==> src/rtl/icache_assoc_pkg.sv <==
// Shared constants and types for the set-associative instruction cache.
// Defaults describe a 2-way, 4-set cache with 16-byte lines and 32-bit memory beats.
package icache_assoc_pkg;

    localparam int PHY_LEN           = 20;
    localparam int INST_LEN          = 32;
    localparam int ICACHE_WAYS       = 2;
    localparam int ICACHE_SETS       = 4;
    localparam int ICACHE_LINE_BYTES = 16;
    localparam int ICACHE_MEM_W      = 32;

    typedef enum logic [1:0] {
        IC_IDLE,
        IC_REQ,
        IC_REFILL
    } icache_state_t;

    // Index width that never collapses to zero, so 1-entry selectors stay legal.
    function automatic int clog2_min1(input int value);
        return (value > 1) ? $clog2(value) : 1;
    endfunction

endpackage

==> src/rtl/icache_assoc_plru.sv <==
// Per-set tree-PLRU state for 1, 2 or 4 ways. Bits point away from the most recently
// touched way; the victim is found by following the bits from the root.
module icache_assoc_plru
    import icache_assoc_pkg::*;
#(
    parameter int NUM_WAYS = ICACHE_WAYS,
    parameter int NUM_SETS = ICACHE_SETS,
    localparam int IDX_W   = clog2_min1(NUM_SETS),
    localparam int WAY_W   = clog2_min1(NUM_WAYS)
) (
    input  logic             clk,
    input  logic             rst,
    input  logic             clear,
    input  logic             hit_en,
    input  logic [IDX_W-1:0] hit_set,
    input  logic [WAY_W-1:0] hit_way,
    input  logic             fill_en,
    input  logic [IDX_W-1:0] fill_set,
    input  logic [WAY_W-1:0] fill_way,
    input  logic [IDX_W-1:0] victim_set,
    output logic [WAY_W-1:0] victim_way
);

    localparam int PB = (NUM_WAYS > 1) ? NUM_WAYS - 1 : 1;

    logic [PB-1:0] bits_reg  [NUM_SETS];
    logic [PB-1:0] bits_next [NUM_SETS];

    // Bit 0 is the root (0 = lower half); bits 1/2 select within the lower/upper pair.
    function automatic logic [PB-1:0] touch(input logic [PB-1:0] b, input logic [WAY_W-1:0] w);
        logic [2:0] t;
        logic [1:0] ww;
        t  = 3'(b);
        ww = 2'(w);
        if (NUM_WAYS == 4) begin
            t[0] = ~ww[1];
            if (ww[1]) t[2] = ~ww[0];
            else       t[1] = ~ww[0];
        end else if (NUM_WAYS == 2) begin
            t[0] = ~ww[0];
        end
        return PB'(t);
    endfunction

    // A hit and a fill may touch the same set in one cycle; the fill is applied last.
    generate
        for (genvar gi = 0; gi < NUM_SETS; gi++) begin : g_set
            always_comb begin
                bits_next[gi] = bits_reg[gi];
                if (hit_en && hit_set == IDX_W'(gi))
                    bits_next[gi] = touch(bits_next[gi], hit_way);
                if (fill_en && fill_set == IDX_W'(gi))
                    bits_next[gi] = touch(bits_next[gi], fill_way);
            end
        end
    endgenerate

    always_ff @(posedge clk or posedge rst) begin
        if (rst) begin
            for (int s = 0; s < NUM_SETS; s++) bits_reg[s] <= '0;
        end else if (clear) begin
            for (int s = 0; s < NUM_SETS; s++) bits_reg[s] <= '0;
        end else begin
            for (int s = 0; s < NUM_SETS; s++) bits_reg[s] <= bits_next[s];
        end
    end

    always_comb begin
        logic [2:0] t;
        logic [1:0] v;
        t = 3'(bits_reg[victim_set]);
        v = 2'b00;
        if (NUM_WAYS == 4)      v = t[0] ? {1'b1, t[2]} : {1'b0, t[1]};
        else if (NUM_WAYS == 2) v = {1'b0, t[0]};
        victim_way = WAY_W'(v);
    end

endmodule

==> src/rtl/icache_assoc.sv <==
// Set-associative instruction cache: zero-latency tag lookup, multi-beat line refill
// into a victim way chosen by invalid-first then tree-PLRU, and whole-cache flush.
module icache_assoc
    import icache_assoc_pkg::*;
#(
    parameter int NUM_WAYS   = ICACHE_WAYS,
    parameter int NUM_SETS   = ICACHE_SETS,
    parameter int LINE_BYTES = ICACHE_LINE_BYTES,
    parameter int MEM_DATA_W = ICACHE_MEM_W,
    parameter int ADDR_W     = PHY_LEN,
    parameter int INST_W     = INST_LEN
) (
    input  logic                  clk,
    input  logic                  rst,
    input  logic [ADDR_W-1:0]     addr,
    input  logic                  enable,
    input  logic                  flush,
    output logic [INST_W-1:0]     instr_data,
    output logic                  miss,
    output logic                  mem_req,
    output logic [ADDR_W-1:0]     mem_addr,
    input  logic                  mem_ready,
    input  logic                  mem_rvalid,
    input  logic [MEM_DATA_W-1:0] mem_rdata
);

    localparam int OFF_W  = $clog2(LINE_BYTES);
    localparam int IDX_W  = clog2_min1(NUM_SETS);
    localparam int TAG_W  = ADDR_W - OFF_W - IDX_W;
    localparam int LINE_W = LINE_BYTES * 8;
    localparam int BEATS  = LINE_W / MEM_DATA_W;
    localparam int CNT_W  = clog2_min1(BEATS);
    localparam int WORDS  = LINE_W / INST_W;
    localparam int WS_W   = clog2_min1(WORDS);
    localparam int WAY_W  = clog2_min1(NUM_WAYS);

    logic [LINE_W-1:0]     data_mem [NUM_WAYS][NUM_SETS];
    logic [TAG_W-1:0]      tag_mem  [NUM_WAYS][NUM_SETS];
    logic [NUM_SETS-1:0]   valid_reg [NUM_WAYS];
    logic [MEM_DATA_W-1:0] fill_buf [BEATS];
    logic [LINE_W-1:0]     fill_line;

    icache_state_t    state_reg, state_next;
    logic [ADDR_W-1:0] line_addr_reg;
    logic [WAY_W-1:0]  victim_reg;
    logic [CNT_W-1:0]  beat_cnt_reg;
    logic              discard_reg;

    logic [IDX_W-1:0]    idx;
    logic [TAG_W-1:0]    tag;
    logic [WS_W-1:0]     word_sel;
    logic [NUM_WAYS-1:0] way_hit;
    logic                hit;
    logic [WAY_W-1:0]    hit_way;
    logic [LINE_W-1:0]   hit_line;
    logic [INST_W-1:0]   hit_words [WORDS];
    logic [WAY_W-1:0]    plru_victim;
    logic [WAY_W-1:0]    victim;
    logic [IDX_W-1:0]    line_idx;
    logic [TAG_W-1:0]    line_tag;
    logic                last_beat;
    logic                install;
    logic                unused_bits;

    assign idx         = addr[OFF_W +: IDX_W];
    assign tag         = addr[ADDR_W-1 -: TAG_W];
    assign line_idx    = line_addr_reg[OFF_W +: IDX_W];
    assign line_tag    = line_addr_reg[ADDR_W-1 -: TAG_W];
    assign unused_bits = ^addr[1:0];

    generate
        if (OFF_W > 2) begin : g_wsel
            assign word_sel = WS_W'(addr[OFF_W-1:2]);
        end else begin : g_wsel_one
            assign word_sel = '0;
        end
    endgenerate

    generate
        for (genvar gi = 0; gi < NUM_WAYS; gi++) begin : g_way
            assign way_hit[gi] = valid_reg[gi][idx] && (tag_mem[gi][idx] == tag);
        end
    endgenerate

    // Fills never create duplicates, so at most one way can match.
    always_comb begin
        hit_line = '0;
        hit_way  = '0;
        for (int w = 0; w < NUM_WAYS; w++) begin
            if (way_hit[w]) begin
                hit_line = data_mem[w][idx];
                hit_way  = WAY_W'(w);
            end
        end
    end

    assign hit = |way_hit;

    generate
        for (genvar gi = 0; gi < WORDS; gi++) begin : g_word
            assign hit_words[gi] = hit_line[gi*INST_W +: INST_W];
        end
    endgenerate

    assign miss       = enable && !hit;
    assign instr_data = (enable && hit) ? hit_words[word_sel] : '0;

    // Lowest-index invalid way first; PLRU only decides once the set is full.
    always_comb begin
        victim = plru_victim;
        for (int w = NUM_WAYS - 1; w >= 0; w--) begin
            if (!valid_reg[w][idx]) victim = WAY_W'(w);
        end
    end

    icache_assoc_plru #(
        .NUM_WAYS (NUM_WAYS),
        .NUM_SETS (NUM_SETS)
    ) u_plru (
        .clk        (clk),
        .rst        (rst),
        .clear      (flush),
        .hit_en     (enable && hit),
        .hit_set    (idx),
        .hit_way    (hit_way),
        .fill_en    (install),
        .fill_set   (line_idx),
        .fill_way   (victim_reg),
        .victim_set (idx),
        .victim_way (plru_victim)
    );

    assign last_beat = (beat_cnt_reg == CNT_W'(BEATS - 1));

    always_comb begin
        state_next = state_reg;
        mem_req    = 1'b0;
        install    = 1'b0;
        case (state_reg)
            IC_IDLE: begin
                if (enable && !hit && !flush) state_next = IC_REQ;
            end
            IC_REQ: begin
                mem_req = 1'b1;
                if (mem_ready) state_next = IC_REFILL;
            end
            IC_REFILL: begin
                if (mem_rvalid && last_beat) begin
                    state_next = IC_IDLE;
                    install    = !flush && !discard_reg;
                end
            end
            default: state_next = IC_IDLE;
        endcase
    end

    assign mem_addr = line_addr_reg;

    always_ff @(posedge clk or posedge rst) begin
        if (rst) begin
            state_reg     <= IC_IDLE;
            line_addr_reg <= '0;
            victim_reg    <= '0;
            beat_cnt_reg  <= '0;
            discard_reg   <= 1'b0;
            for (int w = 0; w < NUM_WAYS; w++) valid_reg[w] <= '0;
        end else begin
            state_reg <= state_next;
            if (state_reg == IC_IDLE && state_next == IC_REQ) begin
                line_addr_reg <= {addr[ADDR_W-1:OFF_W], OFF_W'(0)};
                victim_reg    <= victim;
            end
            if (state_reg == IC_REQ && mem_ready)
                beat_cnt_reg <= '0;
            else if (state_reg == IC_REFILL && mem_rvalid)
                beat_cnt_reg <= beat_cnt_reg + 1'b1;
            // A flushed refill still drains its beats but must never be installed.
            if (state_next == IC_IDLE)
                discard_reg <= 1'b0;
            else if (flush)
                discard_reg <= 1'b1;
            if (flush) begin
                for (int w = 0; w < NUM_WAYS; w++) valid_reg[w] <= '0;
            end else if (install) begin
                valid_reg[victim_reg][line_idx] <= 1'b1;
            end
        end
    end

    generate
        for (genvar gi = 0; gi < BEATS; gi++) begin : g_fill
            if (gi == BEATS - 1) begin : g_last
                assign fill_line[gi*MEM_DATA_W +: MEM_DATA_W] = mem_rdata;
            end else begin : g_buf
                assign fill_line[gi*MEM_DATA_W +: MEM_DATA_W] = fill_buf[gi];
            end
        end
    endgenerate

    always_ff @(posedge clk) begin
        if (state_reg == IC_REFILL && mem_rvalid)
            fill_buf[beat_cnt_reg] <= mem_rdata;
        if (install) begin
            data_mem[victim_reg][line_idx] <= fill_line;
            tag_mem[victim_reg][line_idx]  <= line_tag;
        end
    end

endmodule

==> config.mk <==
export PLATFORM = sky130hd
export DESIGN_NAME = icache_assoc
export DESIGN_NICKNAME = d
export VERILOG_FILES = /design/src/rtl/icache_assoc_pkg.sv /design/src/rtl/icache_assoc_plru.sv /design/src/rtl/icache_assoc.sv
export SDC_FILE = /design/constraint.sdc
export NUM_CORES = 1
export LEC_CHECK = 0
export ABC_AREA = 1
export BUFFER_PORTS_ARGS = -buffer_cell sky130_fd_sc_hd__buf_4
export CAP_MARGIN = 20
export CORE_MARGIN = 1
export CORE_UTILIZATION = 55
export CTS_CLUSTER_DIAMETER = 150
export DETAILED_ROUTE_END_ITERATION = 8
export HOLD_SLACK_MARGIN = 0.06
export PLACE_DENSITY = 0.73
export SYNTH_ARGS = -nofsm -noshare
export SYNTH_HDL_FRONTEND = slang
export SYNTH_HIERARCHICAL = 1
export SYNTH_SLANG_ARGS = --single-unit
export TNS_END_PERCENT = 5
==> constraint.sdc <==
create_clock -name clk -period 17.4 [get_ports clk]
set_input_delay 2.61 -clock clk [delete_from_list [all_inputs] [get_ports clk]]
set_output_delay 2.61 -clock clk [all_outputs]
set_load 0.005 [all_outputs]
==> flow_summary_export.csv <==
group,metric,value,unit
floorplan,die_area,0.0928,mm²
drt,drt_iter0_drc,3216,
drt,drtAntennaViolNets,0,
finish,final_layout_size_suffix_gt1_share,8.75,%
place,gp_congestion,0.765,
clocking,path_clk_slew,0.06,ns
place,place_inst,5018,
global_routing,gr-usage-met2,41.0,%
drt,vias,31500,
global_routing,overflow,0,
clocking,cts_resized,0,
clocking,postCtsSetupRepairBufs,0,
worst_setup_path,path_max_fanout,151,
clocking,cts.sinks,1266,
worst_setup_path,cp-end-kind,"primary output",
drt,firstDrtPassIters,6,
timing,fmax,0.0944,GHz
clocking,root_buffer,"clkbuf_16",
finish,final_common_cell,"edfxtp_1",
worst_setup_path,worstPathArrival,7.98,ns
finish,most-common-layout-cells,"edfxtp_1 (1,232), nand2_1 (1,064), nand3_1 (368)",
clocking,cts_made_buffers,130,
worst_hold_path,min_path_type,"flop to flop",
yosys,synthTopCellsByArea,"edfxtp_1 (73%), nand2_1 (7.9%), nand3_1 (3.7%)",
finish,largest_register_ffs,1024,
drt,post-route-drc-count,0,
timing,drv_slew,0,
yosys,ys.warnings.count,6,
drt,wl,118,mm
floorplan,std_cell_rows,110,
finish,area_growth,11.5,%
yosys,synth_edf_count,1232,
worst_setup_path,path_cells,"buf_4 -> inv_8 -> nand3_1 -> nand3_1 -> nand2_1 -> nor2_1 -> nand2_1 -> nor2_4 -> buf_4 -> nand2_4 -> a21oi_4 -> buf_4 -> nand2_1 -> nor2_1 -> buf_4",
worst_setup_path,critPathBufInv,5,
global_routing,busiest_layer,"met2",
finish,multi_input_area,0.0111,mm²
timing,setup_viol,0,
drt,via_per_inst,5.99,
floorplan,io_pins,112,
floorplan,core,0.0904,mm²
power_and_ir_drop,powerDensity,117,mW/mm²
worst_setup_path,slowest_delay,1.03,ns
finish,largest_register,"data_mem",
global_routing,grt_first_pass_wirelength,180,mm
yosys,ys_async_sr_fraction,2.69,%
worst_setup_path,cp_top_family,"buffers and inverters",
timing,min_period,10.59,ns
global_routing,antenna_found_initial,7,
status,outcome,"finished clean",
floorplan,die_w,305,µm
yosys,yosys.area.top_type,"edfxtp_1",
clocking,worstSkewPairLatency,0.74,ns
place,dp_hpwl,53.3,mm
yosys,syn_inst,3949,
place,numPortBuffers,105,
finish,instances_no_fill,5249,
yosys,yosysSeqAreaShare,75.1,%
worst_setup_path,required,14.79,ns
global_routing,grtUsageTotal,25.5,%
finish,regArea,0.0378,mm²
worst_setup_path,path_class,"primary input to primary output",
yosys,ys_types,35,
timing,hold_viol_final,0,
timing,worst_clock_skew,0.0262,ns
timing,tns,0,ns
yosys,syn_area,0.0504,mm²
floorplan,die_h,305,µm
drt,wl_per_cell,22.4,µm
worst_setup_path,startpoint,"addr[5]",
global_routing,grt_use_met3,3.96,%
clocking,ctsHoldBuffers,0,
global_routing,grt_pass1_vias,30400,
yosys,synth_seq_cells,1266,
timing,grt_setup_unrepaired,"false",
worst_setup_path,r2r_start,"beat_cnt_reg[0]$_DFFE_PP0P_",
finish,final_nets,4038,
timing,worst_pin_slew,1.22,ns
clocking,htree_levels,4,
worst_setup_path,critPathLaunchType,"primary input",
clocking,clockBufferDepth,3,
job,cap_violations,0,
floorplan,initial_core_util,55.7,%
global_routing,globalRouteMet1Util,35.1,%
timing,slew-limit-headroom,19.0,%
timing,post-route-period-util,60.9,%
yosys,synth.top_cell.area_share,73.5,%
finish,fillers,6575,
yosys,syn_area_per_cell,12.8,µm²
yosys,synthFlopType,"edfxtp_1",
worst_setup_path,crit_top_cell,"buf_4",
finish,reg_top3,"data_mem x1024, tag_mem x112, fill_buf x96",
clocking,cts_tree,"yes",
global_routing,grt_max_degree,277,
power_and_ir_drop,peakVddDrop,0.107,mV
power_and_ir_drop,leakagePower,19.6,nW
worst_setup_path,cp_slowest_cell,"a21oi_4",
worst_hold_path,min_from,"valid_reg[5]$_DFFE_PP0P_",
per-layer routing:
layer,vias to the layer above,part of all wire (%)
met1,15500,41
met5,-,0.027
met3,262,8.2
li1,14300,-
met4,6,3.2
met2,1397,48
worst paths after layout:
kind / slack, ns / end / depth (start not counted)
max: 6.81 / instr_data[25] / 15
min reg2reg: 0.50 / valid_reg[5]$_DFFE_PP0P_ / 1
min in group asynchronous: 1.75 / mem_addr[4]$_DFFE_PP0P_ / 2
min: 0.50 / valid_reg[5]$_DFFE_PP0P_ / 1
max reg2reg: 12.43 / data_mem[1][205]$_DFFE_PP_ / 8
max in group asynchronous: 15.04 / mem_addr[12]$_DFFE_PP0P_ / 3
stage by stage:
step | cell area (µm²) | hold slack, ns | utilization [%] | power [W] | setup slack, ns
after floorplan | 50400 | 0.476 | - | 0.00377 | 7.03
after global placement | 52000 | 0.487 | 57.5 | 0.00392 | 6.85
after detailed placement | 52000 | 0.489 | 57.5 | 0.00393 | 6.76
after CTS | 56100 | 0.502 | 62.0 | 0.00657 | 6.73
after global routing | 56100 | 0.519 | 62.1 | 0.00674 | 6.63
final | 56100 | 0.500 | 62.1 | 0.00654 | 6.81
power by group:
| group | leakage [nW] | total, W | switching (W) | internal [W] |
|---|---|---|---|---|
| clock network | 1.98 | 0.00267 | 0.00113 | 0.00154 |
| logic | 6.11 | 0.000366 | 0.000246 | 0.000120 |
| registers | 11.5 | 0.00350 | 0.0000719 | 0.00343 |
| total | 19.6 | 0.00654 | 0.00145 | 0.00509 |
Yosys cell counts (all sizes together), types with 2 or more instances:
cell and count:
a21oi 199, dfrtp 34, nand2 1065, nand3 369
buf 112, nand3b 2, clkbuf 146, o22ai 64
o21ai 162, o21ba 8, ha 4, edfxtp 1232
a32o 160, nor2 270, nand4 4, xor2 4
inv 107
cell families (layout without fill, tap and decap cells):
kind of cell / after synthesis / after routing / share of synthesized area, %
AOI/OAI and AO/OA: 595 / 595 / 7.77
other: 1 / 8 / 0.00745
adders and majority gates: 4 / 4 / 0.0994
buffers and inverters: 365 / 482 / 3.10
DFF: 1266 / 1266 / 75.1
and+or+nand+nor: 1714 / 1714 / 13.8
xor gates and xnor gates: 4 / 4 / 0.0696
cell type report:
cell class | instances | area share [%]
Inverter | 107 | 0.760
Sequential cell | 1266 | 67.4
Clock inverter | 61 | 1.03
Clock buffer | 164 | 6.21
Tap cell | 1176 | 2.62
Antenna cell | 4 | 0.0178
Timing Repair Buffer | 150 | 2.25
Multi-Input combinational cell | 2321 | 19.7
Note: power is estimated with default switching activity, not from simulation.
